$ cat src/rtl/bp_pkg.sv
// Package: bp_pkg
// Purpose: shared types and helpers for the pattern history table controller.
//   ctr_t       - 2-bit saturating branch counter
//   CTR_*       - named counter values (strong/weak, not-taken/taken)
//   state_t     - controller state (idle / table sweep)
//   ctr_update  - saturating increment on taken, decrement on not-taken
package bp_pkg;

    typedef logic [1:0] ctr_t;

    localparam ctr_t CTR_SNT = 2'd0;
    localparam ctr_t CTR_WNT = 2'd1;
    localparam ctr_t CTR_WT  = 2'd2;
    localparam ctr_t CTR_ST  = 2'd3;

    typedef enum logic {
        ST_IDLE,
        ST_FLUSH
    } state_t;

    function automatic ctr_t ctr_update(input ctr_t c, input logic taken);
        ctr_t r;
        if (taken) begin
            r = (c == CTR_ST) ? CTR_ST : c + 2'd1;
        end else begin
            r = (c == CTR_SNT) ? CTR_SNT : c - 2'd1;
        end
        return r;
    endfunction

endpackage

$ cat src/rtl/bp_upd_fifo.sv
// Module: bp_upd_fifo
// Purpose: small synchronous FIFO holding resolved branches {idx, taken}
//          until the table has a free slot to absorb them.
// Ports:
//   clk, rst   clock, asynchronous active-high reset
//   i_push     write i_data at the tail
//   i_pop      retire the head entry (caller guarantees non-empty)
//   i_clear    empty the FIFO; overrides push and pop
//   i_data     entry to write
//   o_data     current head entry (valid when o_count != 0)
//   o_count    occupancy, 0..DEPTH
module bp_upd_fifo #(
    parameter  int DW    = 5,
    parameter  int DEPTH = 4,
    localparam int CNT_W = $clog2(DEPTH + 1),
    localparam int PTR_W = $clog2(DEPTH)
) (
    input  logic             clk,
    input  logic             rst,
    input  logic             i_push,
    input  logic             i_pop,
    input  logic             i_clear,
    input  logic [DW-1:0]    i_data,
    output logic [DW-1:0]    o_data,
    output logic [CNT_W-1:0] o_count
);

    logic [DW-1:0]    r_mem [DEPTH];
    logic [PTR_W-1:0] r_wr_ptr;
    logic [PTR_W-1:0] r_rd_ptr;
    logic [CNT_W-1:0] r_count;

    // Storage needs no reset: occupancy alone decides what is valid.
    always_ff @(posedge clk) begin
        if (i_push && !i_clear) begin
            r_mem[r_wr_ptr] <= i_data;
        end
    end

    // DEPTH is a power of two, so the pointers wrap by plain overflow.
    always_ff @(posedge clk or posedge rst) begin
        if (rst) begin
            r_wr_ptr <= '0;
            r_rd_ptr <= '0;
            r_count  <= '0;
        end else if (i_clear) begin
            r_wr_ptr <= '0;
            r_rd_ptr <= '0;
            r_count  <= '0;
        end else begin
            if (i_push) begin
                r_wr_ptr <= r_wr_ptr + PTR_W'(1);
            end
            if (i_pop) begin
                r_rd_ptr <= r_rd_ptr + PTR_W'(1);
            end
            case ({i_push, i_pop})
                2'b10:   r_count <= r_count + CNT_W'(1);
                2'b01:   r_count <= r_count - CNT_W'(1);
                default: r_count <= r_count;
            endcase
        end
    end

    // The head is read combinationally so the drain can finish its
    // read-modify-write of the table in a single cycle.
    assign o_data  = r_mem[r_rd_ptr];
    assign o_count = r_count;

endmodule

$ cat src/rtl/bp_pht_ctrl.sv
// Module: bp_pht_ctrl
// Purpose: controller for a table of 2-bit saturating branch counters.
//   One table access per cycle, shared by: sweep write (flush) > predict
//   read > drain of the update FIFO. Resolved branches queue in the FIFO
//   and are written back whenever no prediction claims the slot.
// Ports:
//   clk, rst          clock, asynchronous active-high reset
//   i_pred_req/idx    predict request and table index
//   o_pred_ready      predict accepted when i_pred_req && o_pred_ready
//   o_pred_valid      one-cycle pulse, o_pred_taken valid
//   o_pred_taken      prediction (counter msb), holds between pulses
//   i_upd_valid/idx/taken  resolved branch offered
//   o_upd_ready       update pushed when i_upd_valid && o_upd_ready
//   i_flush           one-cycle pulse starting a table sweep
//   o_busy            sweep in progress
//   o_upd_count       update FIFO occupancy
module bp_pht_ctrl
    import bp_pkg::*;
#(
    parameter  int   IDX_W      = 4,
    parameter  int   FIFO_DEPTH = 4,
    parameter  ctr_t INIT_CTR   = CTR_WNT,
    localparam int   CNT_W      = $clog2(FIFO_DEPTH + 1)
) (
    input  logic             clk,
    input  logic             rst,
    input  logic             i_pred_req,
    input  logic [IDX_W-1:0] i_pred_idx,
    output logic             o_pred_ready,
    output logic             o_pred_valid,
    output logic             o_pred_taken,
    input  logic             i_upd_valid,
    input  logic [IDX_W-1:0] i_upd_idx,
    input  logic             i_upd_taken,
    output logic             o_upd_ready,
    input  logic             i_flush,
    output logic             o_busy,
    output logic [CNT_W-1:0] o_upd_count
);

    localparam int ENTRIES = 2 ** IDX_W;

    state_t               r_state;
    state_t               w_state_next;
    logic [IDX_W-1:0]     r_sweep_idx;
    logic                 r_pred_valid;
    logic                 r_pred_taken;

    logic [2*ENTRIES-1:0] w_table;
    logic [ENTRIES-1:0]   w_wr_en;
    ctr_t                 w_wr_data;

    logic                 w_full;
    logic                 w_empty;
    logic                 w_pred_acc;
    logic                 w_push;
    logic                 w_pop;
    logic                 w_clear;

    logic [IDX_W:0]       w_head;
    logic [IDX_W-1:0]     w_head_idx;
    logic                 w_head_taken;
    ctr_t                 w_drain_old;
    ctr_t                 w_drain_new;
    logic [CNT_W-1:0]     w_count;

    bp_upd_fifo #(
        .DW    (IDX_W + 1),
        .DEPTH (FIFO_DEPTH)
    ) u_fifo (
        .clk     (clk),
        .rst     (rst),
        .i_push  (w_push),
        .i_pop   (w_pop),
        .i_clear (w_clear),
        .i_data  ({i_upd_idx, i_upd_taken}),
        .o_data  (w_head),
        .o_count (w_count)
    );

    assign {w_head_idx, w_head_taken} = w_head;
    assign w_full  = (w_count == CNT_W'(FIFO_DEPTH));
    assign w_empty = (w_count == '0);

    // ---------------- FSM ----------------
    always_ff @(posedge clk or posedge rst) begin
        if (rst) begin
            r_state <= ST_IDLE;
        end else begin
            r_state <= w_state_next;
        end
    end

    // A full FIFO drops both readies, so the predict port cannot win the
    // slot and the drain is guaranteed to make progress that cycle.
    always_comb begin
        w_state_next = r_state;
        o_pred_ready = 1'b0;
        o_upd_ready  = 1'b0;
        w_pop        = 1'b0;
        w_clear      = 1'b0;
        case (r_state)
            ST_IDLE: begin
                if (i_flush) begin
                    w_state_next = ST_FLUSH;
                    w_clear      = 1'b1;
                end else begin
                    o_pred_ready = !w_full;
                    o_upd_ready  = !w_full;
                    w_pop        = !w_empty && !(i_pred_req && !w_full);
                end
            end
            ST_FLUSH: begin
                if (r_sweep_idx == IDX_W'(ENTRIES - 1)) begin
                    w_state_next = ST_IDLE;
                end
            end
            default: w_state_next = ST_IDLE;
        endcase
    end

    assign w_pred_acc = i_pred_req && o_pred_ready;
    assign w_push     = i_upd_valid && o_upd_ready;
    assign o_busy     = (r_state == ST_FLUSH);

    // Sweep index sits at 0 while idle so every sweep starts from entry 0.
    always_ff @(posedge clk or posedge rst) begin
        if (rst) begin
            r_sweep_idx <= '0;
        end else if (r_state == ST_FLUSH) begin
            r_sweep_idx <= r_sweep_idx + IDX_W'(1);
        end else begin
            r_sweep_idx <= '0;
        end
    end

    // ---------------- counter table ----------------
    assign w_drain_old = w_table[{w_head_idx, 1'b0} +: 2];
    assign w_drain_new = ctr_update(w_drain_old, w_head_taken);
    assign w_wr_data   = (r_state == ST_FLUSH) ? INIT_CTR : w_drain_new;

    generate
        for (genvar gi = 0; gi < ENTRIES; gi++) begin : g_entry
            ctr_t r_ctr;

            assign w_wr_en[gi] = (r_state == ST_FLUSH)
                               ? (r_sweep_idx == IDX_W'(gi))
                               : (w_pop && (w_head_idx == IDX_W'(gi)));

            always_ff @(posedge clk or posedge rst) begin
                if (rst) begin
                    r_ctr <= INIT_CTR;
                end else if (w_wr_en[gi]) begin
                    r_ctr <= w_wr_data;
                end
            end

            assign w_table[2*gi +: 2] = r_ctr;
        end
    endgenerate

    // ---------------- predict output ----------------
    // The taken bit is the counter msb, i.e. bit {idx,1} of the flat table.
    always_ff @(posedge clk or posedge rst) begin
        if (rst) begin
            r_pred_valid <= 1'b0;
            r_pred_taken <= 1'b0;
        end else begin
            r_pred_valid <= w_pred_acc;
            if (w_pred_acc) begin
                r_pred_taken <= w_table[{i_pred_idx, 1'b1}];
            end
        end
    end

    assign o_pred_valid = r_pred_valid;
    assign o_pred_taken = r_pred_taken;
    assign o_upd_count  = w_count;

endmodule
$ cat config.mk
export PLATFORM = sky130hd
export DESIGN_NAME = bp_pht_ctrl
export DESIGN_NICKNAME = d
export VERILOG_FILES = /design/src/rtl/bp_pkg.sv /design/src/rtl/bp_upd_fifo.sv /design/src/rtl/bp_pht_ctrl.sv
export SDC_FILE = /design/constraint.sdc
export NUM_CORES = 1
export LEC_CHECK = 0
export BUFFER_PORTS_ARGS = -buffer_cell sky130_fd_sc_hd__buf_2
export CORE_MARGIN = 3
export CORE_UTILIZATION = 50
export DETAILED_ROUTE_END_ITERATION = 8
export PLACE_DENSITY = 0.7
export SYNTH_ARGS = -nofsm -noshare
export SYNTH_HDL_FRONTEND = slang
export SYNTH_HIERARCHICAL = 1
export SYNTH_SLANG_ARGS = --single-unit
export TNS_END_PERCENT = 5
$ cat constraint.sdc
create_clock -name clk -period 2.68 [get_ports clk]
set_clock_uncertainty 0.2 [all_clocks]
set_input_delay 0.536 -clock clk [delete_from_list [all_inputs] [get_ports clk]]
set_output_delay 0.536 -clock clk [all_outputs]
set_load 0.005 [all_outputs]
### Yosys cells after proc, flatten, opt, wreduce, memory -nomap -nowiden

Memory sizes are Yosys's and may differ from the RTL's.
Cells that the tools add are included.

| word-level totals | value |
|---|---|
| bits in registers | 46 |
| RAM bits | 20 |
| input port bits | 14 |
| memories kept | 1 |

Memories:

| memory | depth | bits a word | read ports | clocked after Yosys merged registers in | wr ports | RTL line | source |
|---|---|---|---|---|---|---|---|
| u_fifo.r_mem | 4 | 5 | 1 | 0 | 1 | bp_upd_fifo.sv:28 | `logic [DW-1:0] r_mem [DEPTH];` |

| cells by class | value |
|---|---|
| add/subtract/negate cells | 7 |
| order comparisons | 1 |
| equality and inequality tests | 34 |
| shift operators | 1 |
| mux-type cells | 39 |
| bitwise gates (word level) | 1 |
| reductions and logical operators | 32 |

Operators by type and width:

| cell | number |
|---|---|
| $eq A4 B4 Y1 const B | 16 |
| $eq A4 B3 Y1 const B | 8 |
| $shiftx A32 B6 Y2 | 1 |
| $mux W1 | 26 |
| $logic_and A1 B1 Y1 | 21 |
| $eq A4 B2 Y1 const B | 4 |
| $mux W2 | 8 |
| $eq A4 B1 Y1 const B | 2 |
| $logic_not A4 Y1 | 2 |
| $add A2 B1 Y2 const B | 3 |
| $lt A5 B6 Y1 const B | 1 |
| $pmux W3 S2 | 1 |
| $add A4 B1 Y4 const B | 1 |
| $bmux W1 S4 | 1 |
| $eq A2 B2 Y1 const B | 2 |
| $logic_not A1 Y1 | 4 |
| $mux W4 | 1 |
| $reduce_bool A2 Y1 | 2 |
| $add A3 B1 Y3 const B | 1 |
| $eq A3 B3 Y1 const B | 1 |
| $logic_not A3 Y1 | 1 |
| $mux W3 | 1 |
| $reduce_bool A3 Y1 | 1 |
| $sub A3 B1 Y3 const B | 1 |
| 5 further kinds | 5 |

### Longest topological paths before layout

Gate-level depths: netlist of the first run.

| depth | value |
|---|---|
| depth after elaboration | 10 |
| mapped depth | 10 |
| mapped depth without buffers | 8 |

### Modules after synthesis

Netlist of the first run, hierarchy kept.

By module, submodules not included:

| module | times used | cells each | area an instance (um2) | seq. area each (um2) |
|---|---|---|---|---|
| bp_pht_ctrl | 1 | 219 | 2,346.0 | 996.0 |
| bp_upd_fifo | 1 | 69 | 1,178.6 | 775.7 |

### Worst setup path after synthesis of the first run

Ideal clock, no wire load.

| path | value |
|---|---|
| path kind | reg2reg |
| start point | reg u_fifo.r_rd_ptr[0] |
| end point | reg g_entry[13].r_ctr[1] |
| data arrival time | 2,347 ps |
| data required time | 2,360 ps |
| path slack | 13 ps |
| cell stages (with the launch flop) | 11 |
| period minus slack after synthesis | 2,667 ps |
| cells stage by stage | dfrtp_1 -> buf_6 -> mux4_2 -> buf_6 -> buf_4 -> mux4_2 -> mux2i_1 -> o22ai_1 -> o21ai_2 -> buf_6 -> o21ai_2 |

| between the ends | value |
|---|---|
| cells in the longest elaborated chain, start to end | 6 |

RTL lines:

| element | RTL line | source |
|---|---|---|
| from (decl) | bp_upd_fifo.sv:30 | `logic [PTR_W-1:0] r_rd_ptr;` |
| from (signal assigned) | bp_upd_fifo.sv:55 | `r_rd_ptr <= r_rd_ptr + PTR_W'(1);` |
| $mem_v2 Z4 W5 * | n/a |  |
| named net w_head[4] | bp_pht_ctrl.sv:60 | `logic [IDX_W:0] w_head;` |
| $shiftx A32 B6 Y2 | bp_pht_ctrl.sv:138 | `assign w_drain_old = w_table[{w_head_idx, 1'b0} +: 2];` |
| $sub A2 B1 Y2 (tied with other cells) | bp_pkg.sv:26 | `r = (c == CTR_SNT) ? CTR_SNT : c - 2'd1;` |
| $mux W2 (on tied branches) | bp_pkg.sv:26, bp_pkg.sv:24 |  |
| $mux W2 | bp_pkg.sv:23 | `if (taken) begin` |
| $mux W2 | bp_pht_ctrl.sv:140 | `assign w_wr_data = (r_state == ST_FLUSH) ? INIT_CTR : w_drain_new;` |
| to (signal assigned) | bp_pht_ctrl.sv:154 | `r_ctr <= w_wr_data;` |
| to (decl) | bp_pht_ctrl.sv:144 | `ctr_t r_ctr;` |

Mark *: on every way through the listed nets, which the timed path passes. The rest lies on a longest branch.
A chain may end at the register's enable or synchronous reset.

### Final worst setup path of the first run

| path | value |
|---|---|
| start point | reg u_fifo.r_rd_ptr[0] |
| end point | reg g_entry[12].r_ctr[0] |

| between the ends | value |
|---|---|
| cells in the longest elaborated chain, start to end | 6 |

RTL lines:

| element | RTL line |
|---|---|
| $mem_v2 Z4 W5 * | n/a |
| named net w_head[2] | bp_pht_ctrl.sv:60 |
| $shiftx A32 B6 Y2 | bp_pht_ctrl.sv:138 |
| $sub A2 B1 Y2 (tied with other cells) | bp_pkg.sv:26 |
| $mux W2 (on tied branches) | bp_pkg.sv:26, bp_pkg.sv:24 |
| $mux W2 | bp_pkg.sv:23 |
| $mux W2 | bp_pht_ctrl.sv:140 |
| to (signal assigned) | bp_pht_ctrl.sv:154 |
| to (decl) | bp_pht_ctrl.sv:144 |

Marks and branches as above.

==> run_results.csv, run 1 <==
group,metric,value,unit
status,outcome,"finished with violations",
status,violations,"negative setup slack",
finish,final_nets,358,
synth,synth_area_leaders,"dfrtp_1 21%, edfxtp_1 17%, dfstp_2 12%",
sta,fin_ws,-0.0933,ns
clock_network,clkTransAtPathRegs,0.07,ns
worst_setup_path,slowest_delay,0.58,ns
clock_network,cts_tree,"done",
global_route,met2_usage,33.6,%
worst_setup_path,critical_path_peak_fanout,10,
finish,fin_cells,433,
synth,synth_area,3520,um2
detailed_routing,antenna_left,0,
sta,setup_viol,24,
global_route,use_met3,4.92,%
floorplan,io_pins,22,
sta,slew_viol_final,0,
worst_setup_path,cp_cell_sequence,"buf_4, mux4_2, mux4_2, mux2i_4, o22ai_2, buf_4, a21oi_4, buf_12, o211ai_1",
worst_setup_path,worstSetupStartpoint,"u_fifo/r_rd_ptr[0]",
sta,hold_viol,0,
floorplan,die-area,8090,um2
detailed_routing,wl_per_cell,18.9,um
worst_setup_path,r2r-start,"u_fifo/r_rd_ptr[0]",
floorplan,start_util,53.4,%
detailed_routing,drc,0,
sta,slew_headroom,55.4,%
global_route,grt_antenna_before_repair,0,
hold_path,hold_class,"input port to flop",
sta,period_needed,2.77,ns
synth,synth_top_area_share,21.3,%
clock_network,cts_buffer_depth,2,
finish,diodes,0,
finish,final_cell_mix,"39 x nand2_1, 29 x dfrtp_1, 24 x buf_4",
placement,hpwlAfterDp,5910,um
worst_setup_path,critPathLaunchType,"flop",
run,drv_cap,0,
worst_setup_path,arrival,2.83,ns
detailed_routing,num_vias,2532,
synth,postSynthAreaPerCell,12.2,um2
sta,timing.final.crit_share,103,%
floorplan,fp-row-count,29,
synth,synth_seq_cells,66,
worst_setup_path,reg2regPathDepth,9,
detailed_routing,drtPass1Iterations,4,
synth,netlist-cell-type-count,47,
synth,synth_nets,311,
clock_network,cts_root_buf,"clkbuf_8",
floorplan,core_area,6600,um2
worst_setup_path,critical_path_class,"flop to flop",
synth,yosys_most_used_dff,"dfrtp_1",
synth,synth_edf_count,20,
global_route,grt.total_usage,21.7,%
sta,fmax,0.361,GHz
clock_network,htreeDepth,3,
global_route,grt_pass1_vias,2655,
detailed_routing,drtIter0Drc,190,
global_route,use_met1,28.2,%
hold_path,min_from,"i_upd_idx[3]",
hold_path,holdPathStages,1,
worst_setup_path,critPathTopFamily,"multiplexers",
floorplan,die_y,90.0,um
global_route,grt.overflow.total,0,
worst_setup_path,critical_path_depth,9,
placement,globalplace.congestion,0.919,
clock_network,tritoncts.num_buffers,9,
worst_setup_path,crit_required,2.73,ns
clock_network,cts_sinks,66,
sta,rsz0062_at_grt,"true",
global_route,grt_max_degree,40,
finish,drive_gt1_share,38.5,%
synth,yosys_warnings,6,
placement,dp.cells,412,
synth,async_reset_ff_share,69.7,%
power,finalPower,3780,uW
synth,synth_top_area_cell,"dfrtp_1",
power,vdd_drop_max,456,uV
detailed_routing,postRouteWirelength,8200,um
sta,fin_tns_setup,-1.54,ns
global_route,top_usage_layer,"met2",
placement,port-buffer-count,21,
global_route,grt_pass1_wl,13600,um
worst_setup_path,cp.buffers_inverters,3,
clock_network,insertion_delay,0.34,ns
sta,tightestPinTransition,0.652,ns
synth,yosysSeqAreaShare,50.3,%
worst_setup_path,cp-end-kind,"flop",
floorplan,die_w,90.0,um
detailed_routing,vias_per_cell,5.85,
finish,layout_commonest_cell,"nand2_1",
power,power_density,904,nW/um2
finish,areaGrowthSynthToFinish,18.5,%
synth,synthCells,288,
power,p_leak,0.00173,uW
worst_setup_path,crit_slowest_cell,"mux4_2",
## metrics by stage
step           utilization [%]  hold WS, ns  setup slack [ns]  area [um2]
3_3_place_gp              58.3        0.256            -0.227        3850
4_1_cts                   63.3        0.200           -0.0978        4180
3_5_place_dp              58.3        0.270            -0.273        3850
6_report                  63.3        0.212           -0.0933        4180
5_1_grt                   63.3        0.200            -0.183        4180
2_1_floorplan                -        0.139            0.0135        3520
## logic make-up (layout without fill, tap and decap cells)
family / Yosys count / after routing / synth area share [%]
AO/OA/AOI/OAI: 47 / 47 / 9.94
flip-flops: 66 / 66 / 50.3
adder cells (fa/ha/maj): 10 / 10 / 3.69
AND/OR/NAND/NOR: 104 / 104 / 14.9
buffers and inverters: 25 / 77 / 4.22
multiplexers: 29 / 29 / 15.0
XOR/XNOR: 7 / 7 / 1.95
## path summary, 6_finish.rpt
kind                                        end  slack, ns
hold / removal               u_fifo/r_mem[2][4]       0.21
setup reg to reg           g_entry[12].r_ctr[0]      -0.09
setup / recovery           g_entry[12].r_ctr[0]      -0.09
hold reg to reg            g_entry[11].r_ctr[0]       0.28
min in group asynchronous    u_fifo/r_rd_ptr[1]       0.48
max in group asynchronous  g_entry[14].r_ctr[0]       1.22
## what timing repair did
action / 4_1_cts / 5_1_grt
cloned: 1 / 0
hold buffers: 1 / 0
pin swaps: 17 / 2
setup buffers: 3 / 1
resized for setup: 27 / 4
hold endpoints to repair: 7 / 0
endpoints found under the setup margin: 32 / 32
## registers in the layout (all words and copies together), names as in the netlist
| register | count |
|---|---|
| g_entry.r_ctr | 32 |
| u_fifo/r_mem | 20 |
| r_sweep_idx | 4 |
| u_fifo/o_count | 3 |
| u_fifo/r_rd_ptr | 2 |
| u_fifo/r_wr_ptr | 2 |
| o_busy | 1 |
| o_pred_taken | 1 |
| o_pred_valid | 1 |
## routing by layer
metal / vias to the layer above / routed length (um)
met5: - / 0
met4: 0 / 302
met3: 27 / 552
met2: 100 / 3960
li1: 1147 / -
met1: 1258 / 3380
## worst register-to-register path, stage by stage (launching register included)
cell and delay [ns]:
dfrtp_2 0.41, buf_4 0.13, mux4_2 0.58, mux4_2 0.50, mux2i_4 0.21, o22ai_2 0.11
buf_4 0.15, a21oi_4 0.14, buf_12 0.15, o211ai_1 0.11
## cells in the mapped netlist, drive strengths merged (2+ instances only)
master / number
nor2b: 7
o21ai: 19
nand4: 4
nand3: 18
a22oi: 3
edfxtp: 20
dfrtp: 30
mux2i: 9
a211oi: 2
nor3b: 3
nor2: 11
xor2: 3
and3b: 2
o211ai: 10
a2111oi: 3
a21oi: 6
nand2: 39
xnor2: 4
or2: 2
buf: 10
ha: 8
mux4: 18
clkbuf: 5
mux2: 2
inv: 10
and2: 13
dfstp: 16
## area by class of cell
cell class | instances | area [um2]
multi-input combinational | 197 | 1670
sequential | 66 | 1770
clock buffer | 11 | 131
fill | 529 | 2430
timing repair buffer | 51 | 369
tap | 93 | 116
clock inverter | 5 | 80.1
inverter | 10 | 37.5
## power by group
part           switching [uW]  leakage [uW]  internal (uW)
Clock                     383     0.0000995            523
Combinational             850      0.000887            689
Sequential                139      0.000748           1190
Total                    1370       0.00173           2410
No activity file was read; power rests on OpenSTA's default activity.
==> run 2, diff against run 1 <==
--- a/config.mk
+++ b/config.mk
@@ -9,7 +9,7 @@
 export CORE_MARGIN = 3
 export CORE_UTILIZATION = 50
 export DETAILED_ROUTE_END_ITERATION = 8
-export PLACE_DENSITY = 0.7
+export PLACE_DENSITY = 0.68
 export SYNTH_ARGS = -nofsm -noshare
 export SYNTH_HDL_FRONTEND = slang
 export SYNTH_HIERARCHICAL = 1
==> constraint.sdc (replaced) <==
create_clock -name clk -period 3.5 [get_ports clk]
set_clock_uncertainty 0.2 [all_clocks]
set_input_delay 0.7 -clock clk [delete_from_list [all_inputs] [get_ports clk]]
set_output_delay 0.7 -clock clk [all_outputs]
set_load 0.005 [all_outputs]
==> run_results.csv, run 2 (synthesis gave the netlist of run 1 again) <==
group,metric,value,unit
sta,rsz0062_at_grt,"false",
placement,port-buffer-count,21,
power,p_leak,0.00161,uW
clock_network,cts_tree,"done",
floorplan,die-area,8090,um2
finish,diodes,0,
finish,final_cell_mix,"39 x nand2_1, 30 x dfrtp_1, 21 x buf_2",
worst_setup_path,crit_required,3.56,ns
global_route,grt.total_usage,20.6,%
clock_network,post_cts.repair.setup_buffers,0,
floorplan,start_util,53.4,%
clock_network,htreeDepth,3,
power,power_density,651,nW/um2
hold_path,hold_class,"input port to asynchronous set/reset pin",
placement,dp_worst_setup_slack,0.271,ns
power,vdd_drop_max,349,uV
sta,period_needed,3.26,ns
placement,globalplace.congestion,0.870,
worst_setup_path,critical_path_class,"flop to flop",
finish,reg_top3,"g_entry.r_ctr x32, u_fifo/r_mem x20, r_sweep_idx x4",
detailed_routing,antenna_left,0,
sta,fin_ws,0.244,ns
placement,placed_area,3700,um2
clock_network,cts_sinks,66,
detailed_routing,drtIter0Drc,178,
sta,fin_tns_setup,0,ns
clock_network,cts_buffer_depth,2,
sta,slew_viol_final,0,
detailed_routing,wl_per_cell,19.0,um
worst_setup_path,arrival,3.31,ns
global_route,grt_antenna_before_repair,0,
clock_network,insertion_delay,0.35,ns
worst_setup_path,critPathLaunchType,"flop",
sta,setup_viol,0,
detailed_routing,drtPass1Iterations,4,
floorplan,fp-row-count,29,
worst_setup_path,worstSetupStartpoint,"u_fifo/r_rd_ptr[0]",
worst_setup_path,r2r-start,"u_fifo/r_rd_ptr[0]",
placement,hpwlAfterDp,5540,um
sta,slew_headroom,52.9,%
global_route,grt_max_degree,40,
sta,fmax,0.307,GHz
finish,fillers,548,
finish,final_nets,337,
status,outcome,"finished, final reports clean",
clock_network,tritoncts.num_buffers,9,
global_route,grt_pass1_wl,12900,um
clock_network,holdBufCountCts,0,
floorplan,io_pins,22,
sta,timing.final.crit_share,93.0,%
finish,layout_commonest_cell,"nand2_1",
sta,tightestPinTransition,0.689,ns
clock_network,cts_resized,0,
floorplan,core_area,6600,um2
detailed_routing,num_vias,2372,
finish,drive_gt1_share,30.4,%
finish,top_register,"g_entry.r_ctr",
detailed_routing,postRouteWirelength,7810,um
global_route,grt.overflow.total,0,
clock_network,cts_root_buf,"clkbuf_8",
sta,hold_viol,0,
worst_setup_path,cp-end-kind,"flop",
floorplan,die_y,90.0,um
detailed_routing,vias_per_cell,5.76,
finish,fin_util,58.8,%
clock_network,clkTransAtPathRegs,0.08,ns
finish,finalInstanceArea,3880,um2
finish,areaGrowthSynthToFinish,10.2,%
global_route,grt_pass1_vias,2482,
floorplan,die_w,90.0,um
worst_setup_path,critical_path_peak_fanout,15,
run,drv_cap,0,
finish,largest_reg_flops,32,
detailed_routing,drc,0,
==> run 2: cell types whose count changed in the layout (fill, tap and decap cells not counted), moves of 3 or more <==
| cell | before | now |
|---|---|---|
| buf_4 | 24 | 9 |
| o21ai_0 | 0 | 7 |
| mux2i_1 | 4 | 9 |
| inv_6 | 0 | 4 |
| o21ai_2 | 15 | 11 |
| buf_6 | 3 | 0 |
| mux2i_4 | 3 | 0 |
| mux4_1 | 0 | 3 |
| mux4_2 | 18 | 15 |
| o21ai_1 | 4 | 1 |
==> run 2: power by group <==
group	switching, uW	internal [uW]	leakage (uW)	total (uW)
sequential	135	912	0.000750	1050
clock	331	267	0.0000872	598
combinational	532	352	0.000769	884
total	998	1530	0.00161	2530
==> run 2: metrics by stage <==
stage | instances | hold WS [ns] | total power [uW]
after detailed placement | 396 | 0.271 | 1930
after floorplan | 288 | 0.247 | 1730
final | 412 | 0.0773 | 2530
after global placement | 396 | 0.255 | 1910
after CTS | 412 | 0.0746 | 2540
after global routing | 412 | 0.0924 | 2680
==> run 2: final cells by class <==
class | count | area (um2) | share of cell area [%]
inverters | 10 | 37.5 | 0.966
multi-input cells | 197 | 1600 | 41.3
repair buffers | 30 | 173 | 4.44
well taps | 93 | 116 | 3.00
clock buffers | 9 | 124 | 3.19
flip-flops and latches | 66 | 1770 | 45.6
clock inverters | 7 | 58.8 | 1.51
==> run 2: worst paths after layout <==
| kind | slack, ns | cells after the start | endpoint |
|---|---|---|---|
| max | 0.24 | 6 | g_entry[14].r_ctr[0] |
| min | 0.08 | 2 | u_fifo/o_count[2] |
| max reg2reg | 0.24 | 6 | g_entry[14].r_ctr[0] |
| min reg2reg | 0.28 | 2 | g_entry[11].r_ctr[0] |
| max in group asynchronous | 2.46 | 3 | g_entry[10].r_ctr[0] |
| min in group clk | 0.28 | 2 | g_entry[11].r_ctr[0] |
==> run 2: critical path, cell delays in order, from the launching register on <==
cell and delay (ns):
dfrtp_1 0.58, mux4_2 0.77, mux4_2 0.49, mux2i_1 0.26, a22oi_1 0.19, a21oi_4 0.48, o21ai_0 0.18
==> run 2: routing by layer <==
layer,vias up,track usage [%],share of wire (%)
met1,1170,28.7,44
met4,0,7.91,1.9
met2,83,30.8,47
met5,-,0,0
li1,1106,-,-
met3,13,5.93,7.8
